`src/rtl/seg7_pkg.sv`:
```
`default_nettype none
// ============================================================================
// Module      : seg7_pkg
// Description : Shared seven-segment definitions: bit order, hex glyph
//               constants and the blank pattern (logical polarity, lit = 1).
// Revision    : 1.0 - initial release
// ============================================================================
package seg7_pkg;

    // Segment vector bit order, MSB..LSB: {g, f, e, d, c, b, a}
    localparam int SEG_W     = 7;
    localparam int SEG_BIT_A = 0;
    localparam int SEG_BIT_B = 1;
    localparam int SEG_BIT_C = 2;
    localparam int SEG_BIT_D = 3;
    localparam int SEG_BIT_E = 4;
    localparam int SEG_BIT_F = 5;
    localparam int SEG_BIT_G = 6;

    typedef logic [SEG_W-1:0] seg_t;

    // Hex glyphs, logical polarity (1 = segment lit)
    localparam seg_t SEG_0   = 7'h3F;
    localparam seg_t SEG_1   = 7'h06;
    localparam seg_t SEG_2   = 7'h5B;
    localparam seg_t SEG_3   = 7'h4F;
    localparam seg_t SEG_4   = 7'h66;
    localparam seg_t SEG_5   = 7'h6D;
    localparam seg_t SEG_6   = 7'h7D;
    localparam seg_t SEG_7   = 7'h07;
    localparam seg_t SEG_8   = 7'h7F;
    localparam seg_t SEG_9   = 7'h6F;
    localparam seg_t SEG_A   = 7'h77;
    localparam seg_t SEG_B   = 7'h7C;
    localparam seg_t SEG_C   = 7'h39;
    localparam seg_t SEG_D   = 7'h5E;
    localparam seg_t SEG_E   = 7'h79;
    localparam seg_t SEG_F   = 7'h71;
    localparam seg_t SEG_OFF = 7'h00;

endpackage : seg7_pkg
`default_nettype wire

```
`src/rtl/seg7_hex_decode.sv`:
```
`default_nettype none
// ============================================================================
// Module      : seg7_hex_decode
// Description : Combinational 4-bit nibble to 7-bit logical segment decoder.
//               The single home of the hex glyph table.
// Revision    : 1.0 - initial release
// ============================================================================
module seg7_hex_decode
    import seg7_pkg::*;
(
    input  logic [3:0] i_nibble,
    output seg_t       o_seg
);

    // Full 16-entry hex lookup
    always_comb begin
        o_seg = SEG_OFF;
        case (i_nibble)
            4'h0: o_seg = SEG_0;
            4'h1: o_seg = SEG_1;
            4'h2: o_seg = SEG_2;
            4'h3: o_seg = SEG_3;
            4'h4: o_seg = SEG_4;
            4'h5: o_seg = SEG_5;
            4'h6: o_seg = SEG_6;
            4'h7: o_seg = SEG_7;
            4'h8: o_seg = SEG_8;
            4'h9: o_seg = SEG_9;
            4'hA: o_seg = SEG_A;
            4'hB: o_seg = SEG_B;
            4'hC: o_seg = SEG_C;
            4'hD: o_seg = SEG_D;
            4'hE: o_seg = SEG_E;
            4'hF: o_seg = SEG_F;
            default: o_seg = SEG_OFF;
        endcase
    end

endmodule : seg7_hex_decode
`default_nettype wire

```
`src/rtl/seg7_scan_driver.sv`:
```
`default_nettype none
// ============================================================================
// Module      : seg7_scan_driver
// Description : Time-multiplexed N-digit seven-segment driver with tear-free
//               frame shadowing, leading-zero blanking, per-digit decimal
//               points and selectable output polarity.
// Revision    : 1.0 - initial release
// ============================================================================
module seg7_scan_driver
    import seg7_pkg::*;
#(
    parameter int DIGITS     = 8,
    parameter int CLK_DIV    = 100000,
    parameter bit ACTIVE_LOW = 1'b1
) (
    input  logic                  iClk,
    input  logic                  iRst,
    input  logic                  iEn,
    input  logic [4*DIGITS-1:0]   iData,
    input  logic [DIGITS-1:0]     iDp,
    input  logic                  iBlankLz,
    output logic [SEG_W-1:0]      oSeg,
    output logic                  oDp,
    output logic [DIGITS-1:0]     oAn
);

    localparam int C_DIV_W = (CLK_DIV > 1) ? $clog2(CLK_DIV) : 1;
    localparam int C_IDX_W = (DIGITS  > 1) ? $clog2(DIGITS)  : 1;

    localparam logic [C_DIV_W-1:0] C_DIV_LAST   = C_DIV_W'(CLK_DIV - 1);
    localparam logic [C_IDX_W-1:0] C_IDX_LAST   = C_IDX_W'(DIGITS - 1);
    localparam seg_t               C_SEG_IDLE   = SEG_OFF ^ {SEG_W{ACTIVE_LOW}};
    localparam logic [DIGITS-1:0]  C_AN_IDLE    = {DIGITS{ACTIVE_LOW}};

    logic [C_DIV_W-1:0]    div_cnt_q, div_cnt_d;
    logic [C_IDX_W-1:0]    idx_q,     idx_d;
    logic [4*DIGITS-1:0]   sh_data_q, sh_data_d;
    logic [DIGITS-1:0]     sh_dp_q,   sh_dp_d;
    seg_t                  seg_q,     seg_d;
    logic                  dp_q,      dp_d;
    logic [DIGITS-1:0]     an_q,      an_d;

    logic                  w_tick;
    logic                  w_load;
    logic [3:0]            w_cur_nibble;
    logic                  w_cur_dp;
    logic                  w_upper_nonzero;
    logic                  w_blank;
    logic                  w_lit;
    seg_t                  w_dec_seg;

    // Prescaler, digit index, frame shadow and current-digit selection.
    // sh_data_d already equals iData on a load cycle, so it doubles as the
    // bypass path that lets the first digit of a frame show fresh input.
    always_comb begin
        w_tick    = (div_cnt_q == C_DIV_LAST);
        w_load    = (idx_q == '0) && (div_cnt_q == '0);
        div_cnt_d = w_tick ? '0 : div_cnt_q + C_DIV_W'(1);
        idx_d     = idx_q;
        if (w_tick) begin
            idx_d = (idx_q == C_IDX_LAST) ? '0 : idx_q + C_IDX_W'(1);
        end
        sh_data_d = w_load ? iData : sh_data_q;
        sh_dp_d   = w_load ? iDp   : sh_dp_q;

        w_cur_nibble    = 4'h0;
        w_cur_dp        = 1'b0;
        w_upper_nonzero = 1'b0;
        for (int k = 0; k < DIGITS; k++) begin
            if (C_IDX_W'(k) == idx_q) begin
                w_cur_nibble = sh_data_d[4*k +: 4];
                w_cur_dp     = sh_dp_d[k];
            end
            if ((C_IDX_W'(k) >= idx_q) && (sh_data_d[4*k +: 4] != 4'h0)) begin
                w_upper_nonzero = 1'b1;
            end
        end
    end

    seg7_hex_decode u_hex_decode (
        .i_nibble (w_cur_nibble),
        .o_seg    (w_dec_seg)
    );

    // Blanking, enable gating and polarity applied ahead of the output flops
    always_comb begin
        w_blank = iBlankLz && (idx_q != '0) && !w_upper_nonzero && !w_cur_dp;
        w_lit   = iEn && !w_blank;
        seg_d   = (w_lit ? w_dec_seg : SEG_OFF) ^ {SEG_W{ACTIVE_LOW}};
        dp_d    = (w_lit && w_cur_dp) ^ ACTIVE_LOW;
        an_d    = C_AN_IDLE;
        for (int k = 0; k < DIGITS; k++) begin
            if (iEn && (C_IDX_W'(k) == idx_q)) begin
                an_d[k] = ~ACTIVE_LOW;
            end
        end
    end

    // State and output registers, asynchronously cleared
    always_ff @(posedge iClk or posedge iRst) begin
        if (iRst) begin
            div_cnt_q <= '0;
            idx_q     <= '0;
            sh_data_q <= '0;
            sh_dp_q   <= '0;
            seg_q     <= C_SEG_IDLE;
            dp_q      <= ACTIVE_LOW;
            an_q      <= C_AN_IDLE;
        end else begin
            div_cnt_q <= div_cnt_d;
            idx_q     <= idx_d;
            sh_data_q <= sh_data_d;
            sh_dp_q   <= sh_dp_d;
            seg_q     <= seg_d;
            dp_q      <= dp_d;
            an_q      <= an_d;
        end
    end

    assign oSeg = seg_q;
    assign oDp  = dp_q;
    assign oAn  = an_q;

endmodule : seg7_scan_driver
`default_nettype wire

```
`config.mk`:
```
export PLATFORM = sky130hd
export DESIGN_NAME = seg7_scan_driver
export DESIGN_NICKNAME = d
export VERILOG_FILES = /design/src/rtl/seg7_pkg.sv /design/src/rtl/seg7_hex_decode.sv /design/src/rtl/seg7_scan_driver.sv
export SDC_FILE = /design/constraint.sdc
export NUM_CORES = 1
export LEC_CHECK = 0
export ABC_AREA = 1
export CAP_MARGIN = 20
export CORE_ASPECT_RATIO = 1.25
export CORE_MARGIN = 3
export CORE_UTILIZATION = 60
export CTS_CLUSTER_DIAMETER = 50
export DETAILED_ROUTE_END_ITERATION = 8
export HOLD_SLACK_MARGIN = 0.15
export PLACE_DENSITY_LB_ADDON = 0.05
export RECOVER_POWER = 100
export SLEW_MARGIN = 20
export SYNTH_ARGS = -nofsm -noshare
export SYNTH_HDL_FRONTEND = slang
export SYNTH_SLANG_ARGS = --single-unit
```
`constraint.sdc`:
```
create_clock -name iClk -period 7.9 [get_ports iClk]
set_clock_uncertainty 0.15 [all_clocks]
set_input_delay 2.37 -clock iClk [delete_from_list [all_inputs] [get_ports iClk]]
set_output_delay 2.37 -clock iClk [all_outputs]
set_load 0.01 [all_outputs]
```
After elaboration in Yosys (flattened, before gate mapping)

Memories as Yosys holds them, arrays and structs flattened.
Cells that the tools add are included.

Input bits: 44
Output and inout bits: 16
Logic and storage cells: 102
Memories: 1
Bits in read-only memories: 112
Register bits: 76

Memories:

| memory           | depth | width | read ports | clocked after Yosys merged registers in | wr ports | RTL line              | source |
|---|---|---|---|---|---|---|---|
| (name not given) | 16    | 7     | 1          | 0                                       | 0        | seg7_hex_decode.sv:18 | `case (i_nibble)` |

Multiplexer cells: 37
Bitwise logic cells: 2
$add $sub $neg: 2
Equality and inequality tests: 9
$lt $le $gt $ge: 8
Reduce and logical (&&, ||, !) cells: 36

Operators by type and width:

| kind                                               | number |
|---|---|
| two-way mux 32 bit                                 | 1 |
| two-way mux 4 bit                                  | 8 |
| nonzero test 4 bit                                 | 8 |
| two-way mux 1 bit                                  | 24 |
| logical AND 1 bit                                  | 22 |
| adder 17 x 1 -> 17 bit, second input constant      | 1 |
| == test 17 bit, second input constant              | 1 |
| logical NOT 17 bit                                 | 1 |
| two-way mux 17 bit                                 | 1 |
| == test 3 bit, first input constant                | 4 |
| >= comparator 3 bit, first input constant          | 4 |
| two-way mux 8 bit                                  | 1 |
| two-way mux 7 bit                                  | 1 |
| inverter 7 bit                                     | 1 |
| == test 2 x 3 -> 1 bit, first input constant       | 2 |
| >= comparator 1 x 3 -> 1 bit, first input constant | 2 |
| >= comparator 2 x 3 -> 1 bit, first input constant | 2 |
| adder 3 x 1 -> 3 bit, second input constant        | 1 |
| == test 1 x 3 -> 1 bit, first input constant       | 1 |
| == test 3 bit, second input constant               | 1 |
| logical NOT 1 bit                                  | 3 |
| logical NOT 3 bit                                  | 1 |
| two-way mux 3 bit                                  | 1 |
| nonzero test 3 bit                                 | 1 |
| inverter 1 bit                                     | 1 |

Longest topological paths before layout

Gate-level depths: netlist of run 1.

Depth after elaboration: 20
Depth in mapped cells: 23
Depth with buffers taken out: 22

Cells and area by module

Synthesis of run 1 repeated with hierarchy kept, for this count alone.

Cells, all modules: 563
Area total of the unflattened synthesis: 4214.0 sq um

Modules (own cells, without submodules):

| module           | cells an instance | area each (sq um) | instances | sequential area each (sq um) |
|---|---|---|---|---|
| seg7_scan_driver | 511               | 3937.5            | 1         | 1921.8 |
| seg7_hex_decode  | 52                | 276.5             | 1         | 0.0 |

Worst setup path after synthesis of run 1

No wires, ideal clock.

Path type: input -> register
Start: input iData[0]
End: register seg_q[0], in the netlist oSeg[0]
Path slack: 3.965 ns
Stages on the path: 15
Data arrival time: 3.701 ns
Required time: 7.666 ns
Library setup time: 0.084 ns
Path buffers: 0
Cell sequence: nand4_1 > nand2_1 > nand2_1 > nand3_1 > nand2_1 > nand2_1 > nand2_1 > nand2_1 > a21oi_2 > inv_1 > ha_1 > inv_1 > nand3_1 > nand3_1 > nand3_1

Longest elaborated chain between the ends: 18
Elaborated cells between the ends (all ways): 27
Classes of those cells: 18 x mux; 1 x bitwise; 7 x reduce/logical; 1 x memory

RTL lines:

| what                           | RTL line                | source |
|---|---|---|
| from (decl)                    | seg7_scan_driver.sv:19  | `input logic [4*DIGITS-1:0] iData,` |
| two-way mux 32 bit (*)         | seg7_scan_driver.sv:63  | `sh_data_d = w_load ? iData : sh_data_q;` |
| via sh_data_d[0]               | seg7_scan_driver.sv:37  | `logic [4*DIGITS-1:0] sh_data_q, sh_data_d;` |
| nonzero test 4 bit             | seg7_scan_driver.sv:74  | `if ((C_IDX_W'(k) >= idx_q) && (sh_data_d[4*k +: 4] != 4'h0)) begin` |
| logical AND 1 bit              | seg7_scan_driver.sv:74  |  |
| two-way mux 1 bit (8 in a row) | seg7_scan_driver.sv:74  |  |
| logical NOT 1 bit              | seg7_scan_driver.sv:87  | `w_blank = iBlankLz && (idx_q != '0) && !w_upper_nonzero && !w_cur_dp;` |
| logical AND 1 bit (2 in a row) | seg7_scan_driver.sv:87  |  |
| logical NOT 1 bit              | seg7_scan_driver.sv:88  | `w_lit = iEn && !w_blank;` |
| logical AND 1 bit              | seg7_scan_driver.sv:88  |  |
| two-way mux 7 bit (*)          | seg7_scan_driver.sv:89  | `seg_d = (w_lit ? w_dec_seg : SEG_OFF) ^ {SEG_W{ACTIVE_LOW}};` |
| inverter 7 bit (no line) (*)   | n/a                     |  |
| via seg_d[0]                   | seg7_scan_driver.sv:39  | `seg_t seg_q, seg_d;` |
| to (signal assigned)           | seg7_scan_driver.sv:114 | `seg_q <= seg_d;` |
| to (decl)                      | seg7_scan_driver.sv:39  |  |

Mark *: on every way through the listed nets, which the timed path passes. The rest lies on a longest branch.
A chain may end at the register's enable or synchronous reset.

Worst setup path in the final report of run 1

Start: input iData[0]
End: register seg_q[3], in the netlist oSeg[3]

The elaborated chain is that of the path after synthesis.

==> results of run 1 <==
-- placed cells by master (no fill, tap or decap), types with 3 or more instances in the layout --
master	n
inv_1	93
nand4_1	26
clkbuf_8	10
nor2_2	4
nor3_1	5
nand3_1	35
o21ai_0	20
nand2_2	10
dfstp_2	16
a21oi_1	19
clkdlybuf4s50_1	17
ha_1	12
dlygate4sd3_1	42
o21ai_1	3
xor2_1	3
nand2_4	3
dfrtp_1	60
nand2_1	191
nor2_1	52
nor2_4	3
a31oi_1	5
inv_2	6
-- kinds of logic (layout without fill, tap and decap cells) --
kind of cell | after synthesis | after routing | synth area share
xor+xnor | 3 | 3 | 0.005959
simple gates | 336 | 336 | 0.3421
compound gates | 54 | 54 | 0.07206
buf+inv | 115 | 178 | 0.1101
fa+ha+maj | 12 | 12 | 0.03404
flops | 76 | 76 | 0.4357
-- layout make-up --
class                      instances  area, µm²  share of cell area
tap                               90      112.6             0.02168
inverter                         102      387.9             0.07466
sequential                        76       1922              0.3699
timing repair buffer              60      598.1              0.1151
clock inverter                     5      60.06             0.01156
clock buffer                      11      141.4             0.02722
multi-input combinational        405       1973              0.3798
-- path summary, 6_finish.rpt --
check / from / slack, ps / endpoint
worst max-delay path: iData[0] / 3250 / oSeg[3]
worst min-delay path: div_cnt_q[0] / 330 / div_cnt_q[0]
worst max register to register: idx_q[0] / 3910 / oSeg[3]
worst min register to register: div_cnt_q[0] / 330 / div_cnt_q[0]
max in group asynchronous: iRst / 4400 / sh_data_q[20]
min in group asynchronous: iRst / 2580 / div_cnt_q[12]
-- per-stage QoR --
step | cell area [µm²] | power, mW | setup WS, ps | util | std cells
2_1_floorplan | 4410 | 0.4615 | 3468 | - | 596
3_3_place_gp | 5024 | 0.5010 | 3351 | 0.7114 | 733
3_5_place_dp | 5024 | 0.5033 | 3278 | 0.7114 | 733
4_1_cts | 5225 | 0.8027 | 3580 | 0.7399 | 749
5_1_grt | 5195 | 0.8254 | 3055 | 0.7356 | 749
6_report | 5195 | 0.7914 | 3253 | 0.7356 | 749
-- worst max-delay path: stages --
cell           delay, ps
dlygate4sd3_1        530
nand4_1               90
nand2_1              130
nand2_1              110
nand3_1               90
nand2_1              100
nand2_1               60
nand2_1               50
nand2_1               60
a21oi_1              390
inv_1                130
ha_1                 270
inv_1                110
nand3_1              100
nand3_1              100
nand3_1               80
-- registers in the layout, indices dropped and copies added (netlist names) --
name	count
sh_data_q	32
div_cnt_q	17
oAn	8
sh_dp_q	8
oSeg	7
idx_q	3
oDp	1
-- where the power goes --
| group | switching (mW) | internal, mW |
|---|---|---|
| combinational | 0.0444 | 0.0361 |
| clock | 0.145 | 0.156 |
| sequential | 0.00368 | 0.406 |
-- metal layers --
layer | track usage | vias up
met1 | 0.3155 | 1818
met5 | 0 | -
met3 | 0.03616 | 20
met4 | 0.1031 | 0
li1 | - | 1982
met2 | 0.4309 | 121
==> flow_summary.json, run 1 <==
{
  "clock-root-buffer": "clkbuf_8",
  "cts_tree": "done",
  "core_area_mm2": 0.007062,
  "wire_per_inst_um": 13.19,
  "cts.sinks": 76,
  "setup.worst_path.class": "primary input to register",
  "ant_nets": 0,
  "synth.largest_area_cell": "dfrtp_1",
  "hold_slack_ps": 329.7,
  "routed_wl_um": 9883,
  "synthTopCellsByArea": "dfrtp_1, nand2_1, dfstp_2",
  "relSlewSlack": 0.3843,
  "max_cap_violations": 0,
  "clkTransAtPathRegs_ps": 80,
  "gp_congestion": 0.8982,
  "wl_met1_um": 4228,
  "firstDrtPassIters": 5,
  "yosysWarnings": 0,
  "drt_iter0_markers": 201,
  "worstSkewPairLatency_ps": 350,
  "hp-class": "register to register",
  "fin_crit_sh": 0.5882,
  "synth-seq-cells": 76,
  "holdPathStages": 1,
  "syn_area_mm2": 0.004410,
  "drive_above_1_share": 0.09560,
  "power_density_mw_per_mm2": 152.3,
  "hold_buffers": 0,
  "worstMarginPinSlew_ps": 923.5,
  "io_buffers": 59,
  "die-area_mm2": 0.008422,
  "netlist_top_cells_count": "nand2_1, inv_1, dfrtp_1, nor2_1, nand3_1",
  "die_w_um": 82.69,
  "cp_max_fo": 6,
  "hold_viol_final": 0,
  "nFillCells": 557,
  "htreeDepth": 3,
  "syn_nets": 652,
  "grt_usage": 0.2512,
  "setup_tns_ps": 0,
  "synth_edf_count": 0,
  "avgSynthCellArea_um2": 7.400,
  "synth_top_area_frac": 0.3404,
  "route.met2.wl_um": 4984,
  "remaining_drc_errors": 0,
  "final-max-slew-violation-count": 0,
  "grt_setup_unrepaired": "false",
  "gr-total-overflow": 0,
  "synth.distinct_cells": 36,
  "period_minus_slack_ps": 4647,
  "r2r_cells": 18,
  "end_kind": "register",
  "power_leakage_nw": 2.697,
  "grt_pass1_wl_um": 16350,
  "place_hpwl_um": 7217,
  "synthArstFlopShare": 1.000,
  "pin_count": 60,
  "met3WireLength_um": 461,
  "post_cts_resized": 0,
  "cp_data_arrival_time_ps": 4780,
  "die_h_um": 101.9,
  "antenna_cells": 0,
  "rows": 34,
  "irDropWorstVdd_uv": 99.44,
  "grt_pass1_vias": 3674,
  "cp.required_ps": 8030,
  "synthCells": 596,
  "yosysMostFrequentCell": "nand2_1",
  "vias_per_cell": 5.262,
  "nNetsFinal": 710,
  "clock.fmax_mhz": 215.2,
  "synth-main-ff-cell": "dfrtp_1",
  "start_util": 0.6246,
  "area_growth_pct": 17.79,
  "cp-start-kind": "primary input",
  "cts_max_path_buffers": 2,
  "cts_buffers": 9,
  "final-setup-viol-count": 0,
  "outcome": "completed",
  "grt_max_degree": 77,
  "antenna_found_initial": 0,
  "post_cts_buffers": 0,
  "synth_seq_area_share": 0.4357,
  "top_layer": "met4",
  "vias": 3941
}
(Power assumes the default switching activity.)
==> run 2: changes to the inputs <==
--- a/config.mk
+++ b/config.mk
@@ -9,7 +9,7 @@
 export CAP_MARGIN = 20
 export CORE_ASPECT_RATIO = 1.25
 export CORE_MARGIN = 3
-export CORE_UTILIZATION = 60
+export CORE_UTILIZATION = 50
 export CTS_CLUSTER_DIAMETER = 50
 export DETAILED_ROUTE_END_ITERATION = 8
 export HOLD_SLACK_MARGIN = 0.15
==> constraint.sdc (replaced) <==
create_clock -name iClk -period 4.1 [get_ports iClk]
set_clock_uncertainty 0.15 [all_clocks]
set_input_delay 1.23 -clock iClk [delete_from_list [all_inputs] [get_ports iClk]]
set_output_delay 1.23 -clock iClk [all_outputs]
set_load 0.01 [all_outputs]
==> run 2 against run 1 <==
Net effect:
- die area rose by 19%
- utilization fell by 11 points
- design area up 0.77%
- register-to-register slack lost 3400 ps
- first-iteration DRC count increased by 11%
- critical path depth grew 3
- sequential power grew 92%
- via count decreased by 0.79%
- global-route usage shrank 3.1 points
- worst hold slack worse by 4.6 ps
- critical endpoint unchanged
==> flow_summary.json, run 2 (synthesis results as in run 1) <==
{
  "post-route-cell-area_mm2": 0.005235,
  "cp_data_arrival_time_ps": 3760,
  "remaining_drc_errors": 0,
  "wire_per_inst_um": 13.11,
  "start_util": 0.5235,
  "final-max-slew-violation-count": 0,
  "worstSkewPairLatency_ps": 370,
  "nFillCells": 829,
  "post_cts_buffers": 0,
  "relSlewSlack": 0.05580,
  "vias": 3910,
  "regToRegStartpoint": "idx_q[0]",
  "layout.area.seq_mm2": 0.001922,
  "clkTransAtPathRegs_ps": 80,
  "firstDrtPassIters": 5,
  "core_area_mm2": 0.008426,
  "antenna_found_initial": 0,
  "cts_tree": "done",
  "period_minus_slack_ps": 3611,
  "power_density_mw_per_mm2": 278.6,
  "place_area_mm2": 0.005115,
  "hold_buffers": 0,
  "top_register": "sh_data_q",
  "antenna_cells": 0,
  "final-setup-viol-count": 0,
  "largest_registers": "sh_data_q: 32 flops, div_cnt_q: 17 flops",
  "pin_count": 60,
  "outcome": "completed",
  "cp.required_ps": 4250,
  "die-area_mm2": 0.009991,
  "gr-total-overflow": 0,
  "cp-start-kind": "register",
  "fin_crit_sh": 0.8807,
  "cp_max_fo": 25,
  "power_leakage_nw": 2.716,
  "post_cts_resized": 0,
  "grt_pass1_wl_um": 17930,
  "io_buffers": 59,
  "grt_setup_unrepaired": "false",
  "routed_wl_um": 10250,
  "worstMarginPinSlew_ps": 1415,
  "nNetsFinal": 716,
  "clock.fmax_mhz": 276.9,
  "htreeDepth": 3,
  "irDropWorstVdd_uv": 157.7,
  "largest_reg_flops": 32,
  "min_from": "div_cnt_q[0]",
  "hold_viol_final": 0,
  "drt_iter0_markers": 224,
  "final_common_cell": "nand2_1",
  "grt_max_degree": 40,
  "vias_per_cell": 5.000,
  "setup_tns_ps": 0,
  "die_h_um": 111.0,
  "drive_above_1_share": 0.09925,
  "multi_input_area_mm2": 0.001969,
  "hp-class": "register to register",
  "final_cell_mix": "nand2_1, inv_1, dfrtp_1",
  "die_w_um": 90.01,
  "end_kind": "register",
  "startpoint": "idx_q[0]",
  "gp_congestion": 0.8936,
  "grt_usage": 0.2204,
  "grt_pass1_vias": 3887,
  "max_cap_violations": 0,
  "cts.sinks": 76,
  "cts_max_path_buffers": 2,
  "place_hpwl_um": 7623,
  "cts_buffers": 9,
  "rows": 37,
  "setup.worst_path.class": "register to register",
  "clock-root-buffer": "clkbuf_8",
  "ant_nets": 0,
  "area_growth_pct": 18.70
}
[run 2: cell count changes in the layout (fill, tap and decap cells not counted), moves of 2 or more]
cell	change
nand2_2	-2
inv_1	+2
buf_4	+5
dlygate4sd3_1	-24
nand2_1	+2
clkdlybuf4s50_1	+24
clkinv_2	+3
[run 2: path summary, 6_finish.rpt]
check,endpoint,slack [ps],cells past startpoint
worst max-delay path,oSeg[3],490,19
worst min-delay path,div_cnt_q[0],330,1
worst max register to register,oSeg[3],490,19
worst min register to register,div_cnt_q[0],330,1
max in group asynchronous,sh_data_q[10],610,3
min in group asynchronous,sh_data_q[30],1570,2
[run 2: layout make-up]
type | count | area share
clock inverter | 5 | 0.005258
clock buffer | 11 | 0.02701
inverter | 102 | 0.07409
tap | 117 | 0.02796
timing repair buffer | 66 | 0.1224
multi-input combinational | 405 | 0.3762
sequential | 76 | 0.3671
[run 2: per-layer routing]
layer | up-vias | share of wire | track usage
li1 | 1980 | - | -
met1 | 1788 | 0.43 | 0.2798
met2 | 123 | 0.49 | 0.3614
met3 | 19 | 0.052 | 0.03259
met4 | 0 | 0.027 | 0.1195
met5 | - | 0 | 0
[run 2: power by group]
group          internal [mW]  switching [mW]  total, mW
combinational         0.0739          0.0847      0.159
clock                  0.232           0.278      0.510
sequential             0.782         0.00701      0.789
[run 2: worst max-delay path, cell delays in order (launching register included)]
cell     delay, ps
dfrtp_1        470
inv_1          160
ha_1           230
nand2_1        160
nor2_4         370
nand3_4        210
buf_4          280
o21ai_0        310
nand2_1         90
nand2_1         90
nand2_1         60
nand2_1         70
nand2_1         60
nand2_1        160
inv_1          110
ha_1           280
inv_1           80
nand2_1         60
nand3_1         70
nand3_1         80
[run 2: through the flow]
step / instances / worst slack [ps] / power [mW] / hold WS, ps / utilization
2_1_floorplan: 596 / 808.2 / 0.8892 / 282.2 / -
3_3_place_gp: 766 / 665.3 / 0.9692 / 304.4 / 0.6071
3_5_place_dp: 766 / 583.0 / 0.9726 / 313.6 / 0.6071
4_1_cts: 782 / 548.5 / 1.484 / 324.6 / 0.6271
5_1_grt: 782 / 102.0 / 1.522 / 358.6 / 0.6213
6_report: 782 / 489.1 / 1.458 / 325.1 / 0.6213
